`src/rtl/board_io_pkg.sv`:
```
// ============================================================================
// board_io_pkg : shared constants, helpers and types for board_io_ctrl
// Revision 1.0 : initial release
// ============================================================================
`default_nettype none

package board_io_pkg;

    localparam int DEBOUNCE_CYCLES_DEFAULT = 20000;
    localparam int PWM_W_DEFAULT           = 8;

    // Debounce counter width; never narrower than one bit.
    function automatic int cnt_width(input int cycles);
        return ($clog2(cycles) < 1) ? 1 : $clog2(cycles);
    endfunction

    typedef struct packed {
        logic meta;
        logic sync;
        logic stable;
    } db_state_t;

endpackage

`default_nettype wire

```
`src/rtl/board_io_debounce.sv`:
```
// ============================================================================
// board_io_debounce : one input channel - 2-flop sync, debounce, edge pulses
// Revision 1.0 : initial release
// ============================================================================
`default_nettype none

module board_io_debounce
    import board_io_pkg::*;
#(
    parameter int DEBOUNCE_CYCLES = DEBOUNCE_CYCLES_DEFAULT
) (
    input  logic clk_i,
    input  logic rst_ni,
    input  logic raw_i,
    output logic level_o,
    output logic rise_o,
    output logic fall_o
);

    localparam int            CW      = cnt_width(DEBOUNCE_CYCLES);
    localparam logic [CW-1:0] CNT_MAX = CW'(DEBOUNCE_CYCLES - 1);

    db_state_t     st;
    logic [CW-1:0] cnt;
    logic          accept;

    assign accept = (st.sync != st.stable) && (cnt == CNT_MAX);

    always_ff @(posedge clk_i or negedge rst_ni) begin
        if (!rst_ni) begin
            st     <= '0;
            cnt    <= '0;
            rise_o <= 1'b0;
            fall_o <= 1'b0;
        end else begin
            st.meta <= raw_i;
            st.sync <= st.meta;
            // Any return to the stable value restarts the count.
            if (st.sync == st.stable) begin
                cnt <= '0;
            end else if (accept) begin
                cnt       <= '0;
                st.stable <= ~st.stable;
            end else begin
                cnt <= cnt + CW'(1);
            end
            rise_o <= accept & ~st.stable;
            fall_o <= accept &  st.stable;
        end
    end

    assign level_o = st.stable;

endmodule

`default_nettype wire

```
`src/rtl/board_io_ctrl.sv`:
```
// ============================================================================
// board_io_ctrl : button/switch debounce, LED PWM, optional sticky button events
// Optional feature macro: BOARD_IO_EVENT_IRQ_EN
// Revision 1.0 : initial release
// ============================================================================
`default_nettype none

module board_io_ctrl
    import board_io_pkg::*;
#(
    parameter int N_BTN           = 5,
    parameter int N_SW            = 2,
    parameter int N_LED           = 4,
    parameter int DEBOUNCE_CYCLES = DEBOUNCE_CYCLES_DEFAULT,
    parameter int PWM_W           = PWM_W_DEFAULT
) (
    input  logic                   clk_i,
    input  logic                   rst_ni,
    input  logic [N_BTN-1:0]       btn_i,
    input  logic [N_SW-1:0]        sw_i,
    output logic [N_BTN-1:0]       btn_o,
    output logic [N_BTN-1:0]       btn_rise_o,
    output logic [N_BTN-1:0]       btn_fall_o,
    output logic [N_SW-1:0]        sw_o,
    input  logic [N_LED*PWM_W-1:0] led_duty_i,
    output logic [N_LED-1:0]       led_o,
    input  logic [N_BTN-1:0]       evt_clr_i,
    output logic [N_BTN-1:0]       evt_o,
    output logic                   irq_o
);

    localparam logic [PWM_W-1:0] CNT_TOP = '1;

    logic [N_SW-1:0] sw_rise_unused;
    logic [N_SW-1:0] sw_fall_unused;

    for (genvar i = 0; i < N_BTN; i++) begin : g_btn
        board_io_debounce #(.DEBOUNCE_CYCLES(DEBOUNCE_CYCLES)) u_db (
            .clk_i   (clk_i),
            .rst_ni  (rst_ni),
            .raw_i   (btn_i[i]),
            .level_o (btn_o[i]),
            .rise_o  (btn_rise_o[i]),
            .fall_o  (btn_fall_o[i])
        );
    end

    for (genvar i = 0; i < N_SW; i++) begin : g_sw
        board_io_debounce #(.DEBOUNCE_CYCLES(DEBOUNCE_CYCLES)) u_db (
            .clk_i   (clk_i),
            .rst_ni  (rst_ni),
            .raw_i   (sw_i[i]),
            .level_o (sw_o[i]),
            .rise_o  (sw_rise_unused[i]),
            .fall_o  (sw_fall_unused[i])
        );
    end

    logic [PWM_W-1:0]            pwm_cnt;
    logic [N_LED-1:0][PWM_W-1:0] shadow;

    // Duties are captured only on the last count so each period is uniform.
    always_ff @(posedge clk_i or negedge rst_ni) begin
        if (!rst_ni) begin
            pwm_cnt <= '0;
            shadow  <= '0;
            led_o   <= '0;
        end else begin
            pwm_cnt <= pwm_cnt + PWM_W'(1);
            if (pwm_cnt == CNT_TOP) begin
                shadow <= led_duty_i;
            end
            for (int i = 0; i < N_LED; i++) begin
                led_o[i] <= (pwm_cnt < shadow[i]);
            end
        end
    end

`ifdef BOARD_IO_EVENT_IRQ_EN
    logic [N_BTN-1:0] evt;
    logic             irq;

    // A new rise overrides a clear in the same cycle.
    always_ff @(posedge clk_i or negedge rst_ni) begin
        if (!rst_ni) begin
            evt <= '0;
            irq <= 1'b0;
        end else begin
            evt <= (evt & ~evt_clr_i) | btn_rise_o;
            irq <= |evt;
        end
    end

    assign evt_o = evt;
    assign irq_o = irq;
`else
    logic [N_BTN-1:0] evt_clr_unused;

    assign evt_clr_unused = evt_clr_i;
    assign evt_o          = '0;
    assign irq_o          = 1'b0;
`endif

endmodule

`default_nettype wire
```
`config.mk`:
```
export PLATFORM = sky130hd
export DESIGN_NAME = board_io_ctrl
export DESIGN_NICKNAME = d
export VERILOG_FILES = /design/src/rtl/board_io_pkg.sv /design/src/rtl/board_io_debounce.sv /design/src/rtl/board_io_ctrl.sv
export SDC_FILE = /design/constraint.sdc
export NUM_CORES = 1
export LEC_CHECK = 0
export CORE_MARGIN = 8
export CORE_UTILIZATION = 40
export CTS_CLUSTER_SIZE = 28
export DETAILED_ROUTE_END_ITERATION = 7
export PLACE_DENSITY_LB_ADDON = 0.2
export SLEW_MARGIN = 30
export SYNTH_ARGS = -nofsm -noshare
export SYNTH_HDL_FRONTEND = slang
export SYNTH_HIERARCHICAL = 1
export SYNTH_SLANG_ARGS = --single-unit
```
`constraint.sdc`:
```
create_clock -name clk_i -period 2 [get_ports clk_i]
set_input_delay 0.4 -clock clk_i [delete_from_list [all_inputs] [get_ports clk_i]]
set_output_delay 0.4 -clock clk_i [all_outputs]
set_load 0.02 [all_outputs]
```
; ---- After elaboration in Yosys (flattened, before gate mapping)
; Cells that the tools add are included.
[word_totals]
ff_bits = 180
word_cells = 130
out_inout_bits = 27
[op_classes]
magnitude_cmp = 4
n_bitwise = 24
n_reduce_logical = 14
mux = 14
add_sub_neg = 8
eq_ne = 22
[ops]
columns = operator, count
row1 = two-way mux 15 bit, 14
row2 = "adder 15 x 1 -> 15 bit, second input constant", 7
row3 = "== test 15 bit, second input constant", 7
row4 = less-than comparator 8 bit, 4
row5 = inverter 1 bit, 14
row6 = AND reduction 2 bit, 7
row7 = AND 1 bit, 10
row8 = "adder 8 x 1 -> 8 bit, second input constant", 1
row9 = "== test 8 bit, second input constant", 1
row10 = == test 1 bit, 7
row11 = logical AND 1 bit, 7
row12 = != test 1 bit, 7

; ---- Logic depth before layout (Yosys ltp)
; Gate-level depths: netlist (run 1).
[depth]
ltp_word = 4
depth_mapped = 6
mapped_depth_nobuf = 5

; ---- Cells and area by module
; Netlist (run 1), hierarchy kept.
[by_module_without_submodules]
columns = module, n_inst, cells_per_inst, area_each_um2
row1 = board_io_debounce, 7, 86, 908.4
row2 = board_io_ctrl, 1, 226, 2282.2

; ---- Least setup slack after synthesis (run 1)
; OpenSTA, ideal clock, no wires.
[synth_path]
path_type = register to register
startpoint = register g_btn[0].u_db.cnt[6]
endpoint = register g_btn[0].u_db.cnt[5]
path_stages_with_launch = 6
path_buffers = 1
setup_ps = 119
t_arrival_ps = 1733
t_required_ps = 1881
synth_period_minus_slack_ps = 1852
slack_ps = 148
cell_sequence = dfrtp_1 or4b_1 or4_4 nand2_2 buf_6 nor2_1
[synth_via]
elab_chain_len = 4
[synth_lines]
columns = item, line
row1 = "start, declared", board_io_debounce.sv:24  ; logic [CW-1:0] cnt;
row2 = "start signal, assigned", board_io_debounce.sv:45  ; cnt <= cnt + CW'(1);
row3 = == test 15 bit, board_io_debounce.sv:27  ; assign accept = (st.sync != st.stable) && (cnt == CNT_MAX);
row4 = logical AND 1 bit, board_io_debounce.sv:27
row5 = two-way mux 15 bit, board_io_debounce.sv:41  ; end else if (accept) begin
row6 = two-way mux 15 bit, board_io_debounce.sv:39  ; if (st.sync == st.stable) begin
; Every way passes these cells.
; A chain may end at the register's enable or synchronous reset.

; ---- Worst setup path after layout (run 1)
[layout_path]
startpoint = register g_btn[4].u_db.st (netlist bit g_btn[4].u_db/level_o)
endpoint = output btn_o[4]
[layout_lines]
columns = item, line
row1 = "start, declared", board_io_debounce.sv:23  ; db_state_t st;
row2 = "end, declared", board_io_ctrl.sv:21  ; output logic [N_BTN-1:0] btn_o,
; No word-level cell between the ends.

==> run summary, run 1 <==
CTS max path bufs: 2
CTS tree: done
Critical Path AT: 1.53 ns
Initial DRT Pass Iterations: 4
Final cycle utilization of the critical path: 96.62%
H-tree Lvls: 4
Synth Cell Area: 0.008516 mm²
Layout cells sized above 1: 13.28%
CORE AREA: 0.02096 mm²
Pins Over Slew Limit: 0
Vias in the first global route: 5682
Drc violations: 0
Initial antenna violation count: 0
Largest net degree at the start of global routing: 54
Crit path capture type: output port
Top delay family on crit path: buffers and inverters
Fmax: 0.5175 GHz
WP data required: 1.60 ns
Metal2 WL: 7.325 mm
Crit path cell chain: clkdlybuf4s50_1
Post-route ant nets: 0
Ports: 73
GRT Residual Overflow: 0
Met3 routed WL: 395 µm
Area growth syn-to-layout: 22.47%
Placed insts: 1191
Wirelength per Cell: 13.19 µm
Worst path max stage delay: 0.65 ns
CTS sink cnt: 180
Pwr per Cell Area: 728.9 mW/mm²
Final non-filler cell total: 1224
Critical path startpoint category: register
Vias/cell: 4.704
Top layer in use: met4
Most frequent cells in the layout: 180 x dfrtp_1, 110 x nor2_1, 80 x xnor2_1
Mean Syn Cell Area: 10.38 µm²
Final WL: 16.15 mm
Buf/Inv on CP: 1
# fillers: 1930
Commonest non-fill, non-tap cell in the layout: dfrtp_1
Iter 0 DRT Violations: 282
Peak VDD IR: 0.4531 mV
Hold Startpoint: g_btn[3].u_db/st[2]$_DFF_PN0_
Die ar.: 0.02621 mm²
Initial Util: 40.64%
RSZ-0062 raised after global routing: false
HP Class: reg -> reg
TritonCTS buffer count: 17
Crit path max fanout: 6
# diodes: 0
Status: finished clean
Routed vias: 5758
Total Power Consumption: 7602 µW
WL met1: 8.237 mm
# setup viols final: 0
Root Buffer: clkbuf_16
Skew final: 0.009213 ns
Post-detail-place hpwl: 11.41 mm
Total Neg Setup Slack: 0 ns
Die height: 161.9 µm
Syn. warnings: 6
Placement row count: 53
CP max-delay cell: clkdlybuf4s50_1
Hold WS: 0.3471 ns
Critical path origin: g_btn[4].u_db/level_o$_DFFE_PN0P_
Die width: 161.9 µm
Skew-Pair Late Insertion Delay: 0.43 ns
Gpl congestion: 0.7721
First-pass GRT wire length: 28.05 mm
Period minus WS final: 1.932 ns
MaxCap Viol Count: 0
Postcts setup bufs: 0
NumNets Final: 1018
Crit Path Category: reg -> out
Leakage power: 0.004620 µW
R2r startpoint: g_btn[4].u_db/cnt[5]$_DFF_PN0_
Clock transition at the registers of the reported paths: 0.06 ns
Count of input and output buffers: 61
Synth Instances: 820
Final Hold Vio Count: 0
Global-route usage over all layers: 13.06%
==> metrics by stage <==
step / setup WS (ns) / util [%] / cell area, µm²
6_report: 0.06760 / 49.77 / 10430
5_1_grt: 0.01037 / 49.77 / 10430
3_5_place_dp: 0.03314 / 46.53 / 9751
2_1_floorplan: 0.1481 / - / 8534
4_1_cts: 0.002781 / 49.58 / 10390
3_3_place_gp: 0.05044 / 46.53 / 9751
==> power by group <==
part	internal, µW	total [µW]	switching [µW]
clock	2190	3570	1370
combinational	134	302	168
sequential	3690	3730	44.6
==> path summary, 6_finish.rpt <==
path,end,slack [ns],depth (start not counted)
worst max-delay path,btn_o[4],0.07,1
worst min-delay path,g_btn[3].u_db/st[1]$_DFF_PN0_,0.35,0
worst max register to register,g_btn[4].u_db/level_o$_DFFE_PN0P_,0.12,4
worst min register to register,g_btn[3].u_db/st[1]$_DFF_PN0_,0.35,0
max in group asynchronous,g_btn[2].u_db/cnt[7]$_DFF_PN0_,0.91,3
min in group asynchronous,g_sw[0].u_db/cnt[5]$_DFF_PN0_,0.51,2
==> what timing repair did <==
item                                   in CTS  in global routing
endpoints found under the hold margin      48                  0
setup endpoints to repair                   1                 62
resized for setup                           1                  9
hold buffers                                1                  0
==> layout make-up <==
| cell class | instances | area, µm² | share of cell area (%) |
|---|---|---|---|
| Clock inverter | 8 | 147.6 | 1.416 |
| Tap cell | 275 | 344.1 | 3.299 |
| Clock buffer | 24 | 481.7 | 4.619 |
| Inverter | 52 | 195.2 | 1.872 |
| Sequential cell | 180 | 4504 | 43.19 |
| Timing Repair Buffer | 111 | 1046 | 10.03 |
| Multi-Input combinational cell | 574 | 3710 | 35.57 |
==> flip-flops by register name (all words and copies together) (netlist names), 5 cells and up <==
| register | count |
|---|---|
| g_btn.u_db/rise_o | 5 |
| g_sw.u_db/cnt | 30 |
| pwm_cnt | 8 |
| shadow | 32 |
| g_btn.u_db/cnt | 75 |
| g_btn.u_db/fall_o | 5 |
| g_btn.u_db/level_o | 5 |
| g_btn.u_db/st | 10 |
==> metal layers <==
layer	vias to the layer above	GRT usage, %
li1	2985	-
met1	2708	18.01
met2	53	20.03
met3	12	3.113
met4	0	3.914
met5	-	0
(Power assumes the default switching activity.)
==> run 2: changes to the inputs <==
--- a/config.mk
+++ b/config.mk
@@ -5,8 +5,8 @@
 export SDC_FILE = /design/constraint.sdc
 export NUM_CORES = 1
 export LEC_CHECK = 0
-export CORE_MARGIN = 8
-export CORE_UTILIZATION = 40
+export CORE_MARGIN = 1
+export CORE_UTILIZATION = 30
 export CTS_CLUSTER_SIZE = 28
 export DETAILED_ROUTE_END_ITERATION = 7
 export PLACE_DENSITY_LB_ADDON = 0.2
==> run 2 against run 1 <==
- clock power shrank 12%
- largest power group unchanged
- core utilization shrank 12 points
- global-route usage shrank 0.78 points
- non-clock buffer count is the same
- clock-buffer cell count shrank 2
- setup slack lost 0.0095 ns
- first-iteration DRC count grew 16%
- register-to-register slack lost 0.03 ns
- cell count grew 8.3%
- critical path depth is the same
==> run summary, run 2 (synthesized netlist as in run 1, its figures left out) <==
Status: finished clean
Period minus WS final: 1.942 ns
Met3 routed WL: 371 µm
Final Hold Vio Count: 0
GRT Residual Overflow: 0
Post-detail-place hpwl: 11.45 mm
Routed vias: 5811
Buf/Inv on CP: 1
Drc violations: 0
RSZ-0062 raised after global routing: false
Largest net degree at the start of global routing: 48
Ports: 73
Biggest register: g_btn.u_db/cnt
Initial antenna violation count: 0
First-pass GRT wire length: 28.48 mm
MaxCap Viol Count: 0
Initial Util: 30.57%
Vias in the first global route: 5735
Peak VDD IR: 0.4640 mV
NumNets Final: 1018
HP Class: reg -> reg
Crit path capture type: output port
WP data required: 1.60 ns
Layout cells sized above 1: 13.09%
Stages on the worst setup path: 1
Crit Path Category: reg -> out
# fillers: 2808
Initial DRT Pass Iterations: 4
Post-route ant nets: 0
Crit path cell chain: clkdlybuf4s50_1
Gpl congestion: 0.7464
Placed Area: 0.009879 mm²
Placement row count: 61
Util after Layout: 37.54%
Wirelength per Cell: 12.40 µm
Global-route usage over all layers: 12.28%
Skew final: 0.01287 ns
Clock transition at the registers of the reported paths: 0.07 ns
CTS tree: done
Leakage power: 0.004578 µW
Critical Path AT: 1.54 ns
Biggest regs: g_btn.u_db/cnt: 75 flops, shadow: 32 flops, g_sw.u_db/cnt: 30 flops
# setup viols final: 0
Skew-Pair Late Insertion Delay: 0.42 ns
Vias/cell: 4.386
Fmax: 0.5150 GHz
# diodes: 0
TritonCTS buffer count: 17
Commonest non-fill, non-tap cell in the layout: dfrtp_1
CTS max path bufs: 2
CTS sink cnt: 180
Crit path max fanout: 6
Final cycle utilization of the critical path: 97.09%
Max reg flops: 75
Iter 0 DRT Violations: 327
Die height: 170.5 µm
Pins Over Slew Limit: 0
CP max-delay cell: clkdlybuf4s50_1
Area growth syn-to-layout: 22.82%
H-tree Lvls: 4
Worst r2r path cells: 4
Root Buffer: clkbuf_16
Most frequent cells in the layout: 180 x dfrtp_1, 110 x nor2_1, 80 x xnor2_1
Die ar.: 0.02906 mm²
Metal2 WL: 7.478 mm
Die width: 170.5 µm
Total Power Consumption: 7167 µW
Count of input and output buffers: 61
WHS Path Cells: 0
Hold WS: 0.3472 ns
Top layer in use: met4
Pwr per Cell Area: 685.3 mW/mm²
Top delay family on crit path: buffers and inverters
Postcts setup bufs: 0
CORE AREA: 0.02786 mm²
WL met1: 8.400 mm
Final WL: 16.43 mm
Worst path max stage delay: 0.65 ns
Fin area: 0.01046 mm²
Total Neg Setup Slack: 0 ns
Critical path startpoint category: register
## run 2: changes by cell type in the layout (fill, tap and decap cells not counted), sizes merged
cell      delta
bufinv       -3
clkinv       +4
clkbuf       -2
clkinvlp     -1
## run 2: path summary, 6_finish.rpt
path                                                   end                              start  slack, ns
hold / removal               g_btn[4].u_db/st[1]$_DFF_PN0_      g_btn[4].u_db/st[2]$_DFF_PN0_       0.35
min in group asynchronous    g_sw[1].u_db/cnt[0]$_DFF_PN0_                             rst_ni       0.46
setup / recovery                                  btn_o[3]  g_btn[3].u_db/level_o$_DFFE_PN0P_       0.06
hold reg to reg              g_btn[4].u_db/st[1]$_DFF_PN0_      g_btn[4].u_db/st[2]$_DFF_PN0_       0.35
max in group asynchronous   g_btn[1].u_db/cnt[5]$_DFF_PN0_                             rst_ni       0.93
setup reg to reg           g_btn[1].u_db/cnt[14]$_DFF_PN0_     g_btn[1].u_db/cnt[5]$_DFF_PN0_       0.09
## run 2: through the flow
step / instances / setup slack, ns
2_1_floorplan: 825 / 0.1481
6_report: 1325 / 0.05812
3_5_place_dp: 1294 / -0.001533
4_1_cts: 1325 / 0.02025
3_3_place_gp: 1294 / 0.03385
5_1_grt: 1325 / 0.001502
## run 2: layout make-up
cell class / instances / area, µm² / share of cell area (%)
multi-input combinational: 574 / 3705 / 35.42
sequential: 180 / 4504 / 43.07
clock inverter: 8 / 81.33 / 0.7776
tap: 378 / 473.0 / 4.522
inverter: 52 / 195.2 / 1.866
clock buffer: 22 / 454.2 / 4.343
timing repair buffer: 111 / 1046 / 10.00
## run 2: layer usage
layer,track usage (%),vias to the layer above
met2,19.01,73
li1,-,2996
met3,2.465,11
met5,0,-
met4,3.760,0
met1,17.17,2731
## run 2: power by group
group          switching, µW  total [µW]  internal, µW
Clock                   1400        3130          1740
Sequential              44.4        3730          3690
Combinational            168         301           133
Total                   1610        7170          5560
## run 2: timing repair
action	in CTS	in global routing
setup endpoints to repair	6	44
hold buffers	1	0
endpoints found under the hold margin	31	0
gates resized for setup	2	7
pin swaps	0	0
==> run 3: changes to the inputs <==
--- a/config.mk
+++ b/config.mk
@@ -5,6 +5,7 @@
 export SDC_FILE = /design/constraint.sdc
 export NUM_CORES = 1
 export LEC_CHECK = 0
+export CORE_ASPECT_RATIO = 0.6
 export CORE_MARGIN = 1
 export CORE_UTILIZATION = 30
 export CTS_CLUSTER_SIZE = 28
==> run 3 against run 2 <==
- the run now ends with DRC left
- clock skew increased by 0.0039 ns
- core utilization up 0.67 points
- hold slack barely moved
- die area about the same
- critical path type unchanged
- fmax grew 1.7%
- design area is 1.4% higher
- highest routed layer unchanged
- total power grew 5.3%
- sequential share of layout area down 0.60 points
- via count rose by 0.12%
- sequential cell count unchanged
- critical endpoint is now sw_o[1]
- clock-buffer cell count down 3
==> run summary, run 3 (synthesized netlist as in run 1, its figures left out) <==
Post-detail-place hpwl: 12.01 mm
Crit path capture type: output port
Root Buffer: clkbuf_16
Total Neg Setup Slack: 0 ns
Period minus WS final: 1.909 ns
Global-route usage over all layers: 12.60%
Post-route ant nets: 0
CTS sink cnt: 180
Biggest register: g_btn.u_db/cnt
Wirelength per Cell: 12.71 µm
Final WL: 16.83 mm
Ports: 73
Crit path cell chain: clkdlybuf4s50_1
Die height: 132.5 µm
Pins Over Slew Limit: 0
Placed insts: 1291
Biggest regs: g_btn.u_db/cnt: 75 flops, shadow: 32 flops, g_sw.u_db/cnt: 30 flops
Most frequent cells in the layout: 180 x dfrtp_1, 110 x nor2_1, 80 x xnor2_1
Critical Path AT: 1.51 ns
Clock transition at the registers of the reported paths: 0.07 ns
Worst path max stage delay: 0.64 ns
# setup viols final: 0
Skew final: 0.01675 ns
Peak VDD IR: 0.4257 mV
NumNets Final: 1026
Initial DRT Pass Iterations: 7
Initial Util: 30.68%
Iter 0 DRT Violations: 349
CP max-delay cell: clkdlybuf4s50_1
Placed Area: 0.009951 mm²
Layout cells sized above 1: 14.32%
Total area of sequential cells: 0.004504 mm²
Gpl congestion: 0.7776
WP data required: 1.60 ns
MaxCap Viol Count: 0
CTS tree: done
Skew-Pair Late Insertion Delay: 0.45 ns
Top delay family on crit path: buffers and inverters
Die width: 219.5 µm
Initial antenna violation count: 0
Leakage power: 0.004685 µW
Commonest non-fill, non-tap cell in the layout: dfrtp_1
H-tree Lvls: 4
Fin area: 0.01061 mm²
TritonCTS buffer count: 17
Count of input and output buffers: 61
Drc violations: 7
R2r setup slk: 0.11 ns
Buf/Inv on CP: 1
Status: finished with violations
Fmax: 0.5238 GHz
Failing checks: DRC
Crit Path Category: reg -> out
Vias in the first global route: 5564
Placement row count: 47
Pwr per Cell Area: 711.6 mW/mm²
CORE AREA: 0.02776 mm²
Multi-input logic area: 0.003700 mm²
Routed vias: 5818
HP Class: reg -> reg
Max reg flops: 75
Crit path max fanout: 4
Final non-filler cell total: 1324
Vias/cell: 4.394
# fillers: 2770
Final cycle utilization of the critical path: 95.46%
RSZ-0062 raised after global routing: false
Die ar.: 0.02909 mm²
First-pass GRT wire length: 28.76 mm
Largest net degree at the start of global routing: 50
Critical path startpoint category: register
Area growth syn-to-layout: 24.57%
Hold WS: 0.3474 ns
# diodes: 0
Final Hold Vio Count: 0
GRT Residual Overflow: 0
CTS max path bufs: 2
==> run 3: cell types whose count changed in the layout (fill, tap and decap cells not counted), sizes merged <==
cell,change
buf,+8
bufinv,+2
clkinv,-1
inv,+3
clkinvlp,+1
clkdlybuf4s50,-2
dlygate4sd2,+1
clkbuf,-3
dlymetal6s2s,+1
==> run 3: layer usage <==
layer | share of wire [%] | wire (µm) | vias up | GRT usage, %
met4 | 0.99 | 167 | 0 | 4.977
met1 | 57 | 9624 | 2739 | 20.02
met5 | 0 | 0 | - | 0
li1 | - | - | 3004 | -
met3 | 3.3 | 549 | 13 | 3.080
met2 | 39 | 6484 | 62 | 15.74
==> run 3: where the power goes <==
group,switching [µW],internal (µW)
clock,1490,2020
sequential,44.0,3690
combinational,172,141
total,1700,5850
==> run 3: worst paths after layout <==
path / endpoint / from / cells after the start
worst max-delay path: sw_o[1] / g_sw[1].u_db/level_o$_DFFE_PN0P_ / 1
worst min-delay path: g_btn[1].u_db/st[1]$_DFF_PN0_ / g_btn[1].u_db/st[2]$_DFF_PN0_ / 0
worst max register to register: g_btn[4].u_db/rise_o$_DFF_PN0_ / g_btn[4].u_db/cnt[6]$_DFF_PN0_ / 3
worst min register to register: g_btn[1].u_db/st[1]$_DFF_PN0_ / g_btn[1].u_db/st[2]$_DFF_PN0_ / 0
max in group asynchronous: shadow[4]$_DFFE_PN0N_ / rst_ni / 3
min in group asynchronous: g_sw[1].u_db/cnt[5]$_DFF_PN0_ / rst_ni / 2
==> run 3: area by class of cell <==
cell class              instances  area share [%]
clock buffers                  19           4.176
inverters                      52           1.840
multi-input cells             574           34.88
well taps                     367           4.329
clock inverters                13           1.640
repair buffers                119           10.67
flip-flops and latches        180           42.46
==> run 3: timing repair <==
| action | CTS | global route |
|---|---|---|
| cloned | 0 | 0 |
| endpoints found under the setup margin | 2 | 58 |
| resized for setup | 2 | 8 |
| setup buffers | 0 | 0 |
| hold endpoints to repair | 22 | 0 |
| hold buffers | 1 | 0 |
==> run 3: stage by stage <==
step | total power, µW | setup WS, ns | utilization [%]
after global placement | 4118 | 0.01373 | 35.85
after floorplan | 3921 | 0.1481 | -
final | 7548 | 0.09080 | 38.22
after global routing | 7862 | 0.005762 | 38.22
after CTS | 7688 | 0.007516 | 38.10
after detailed placement | 4119 | 0.02911 | 35.85
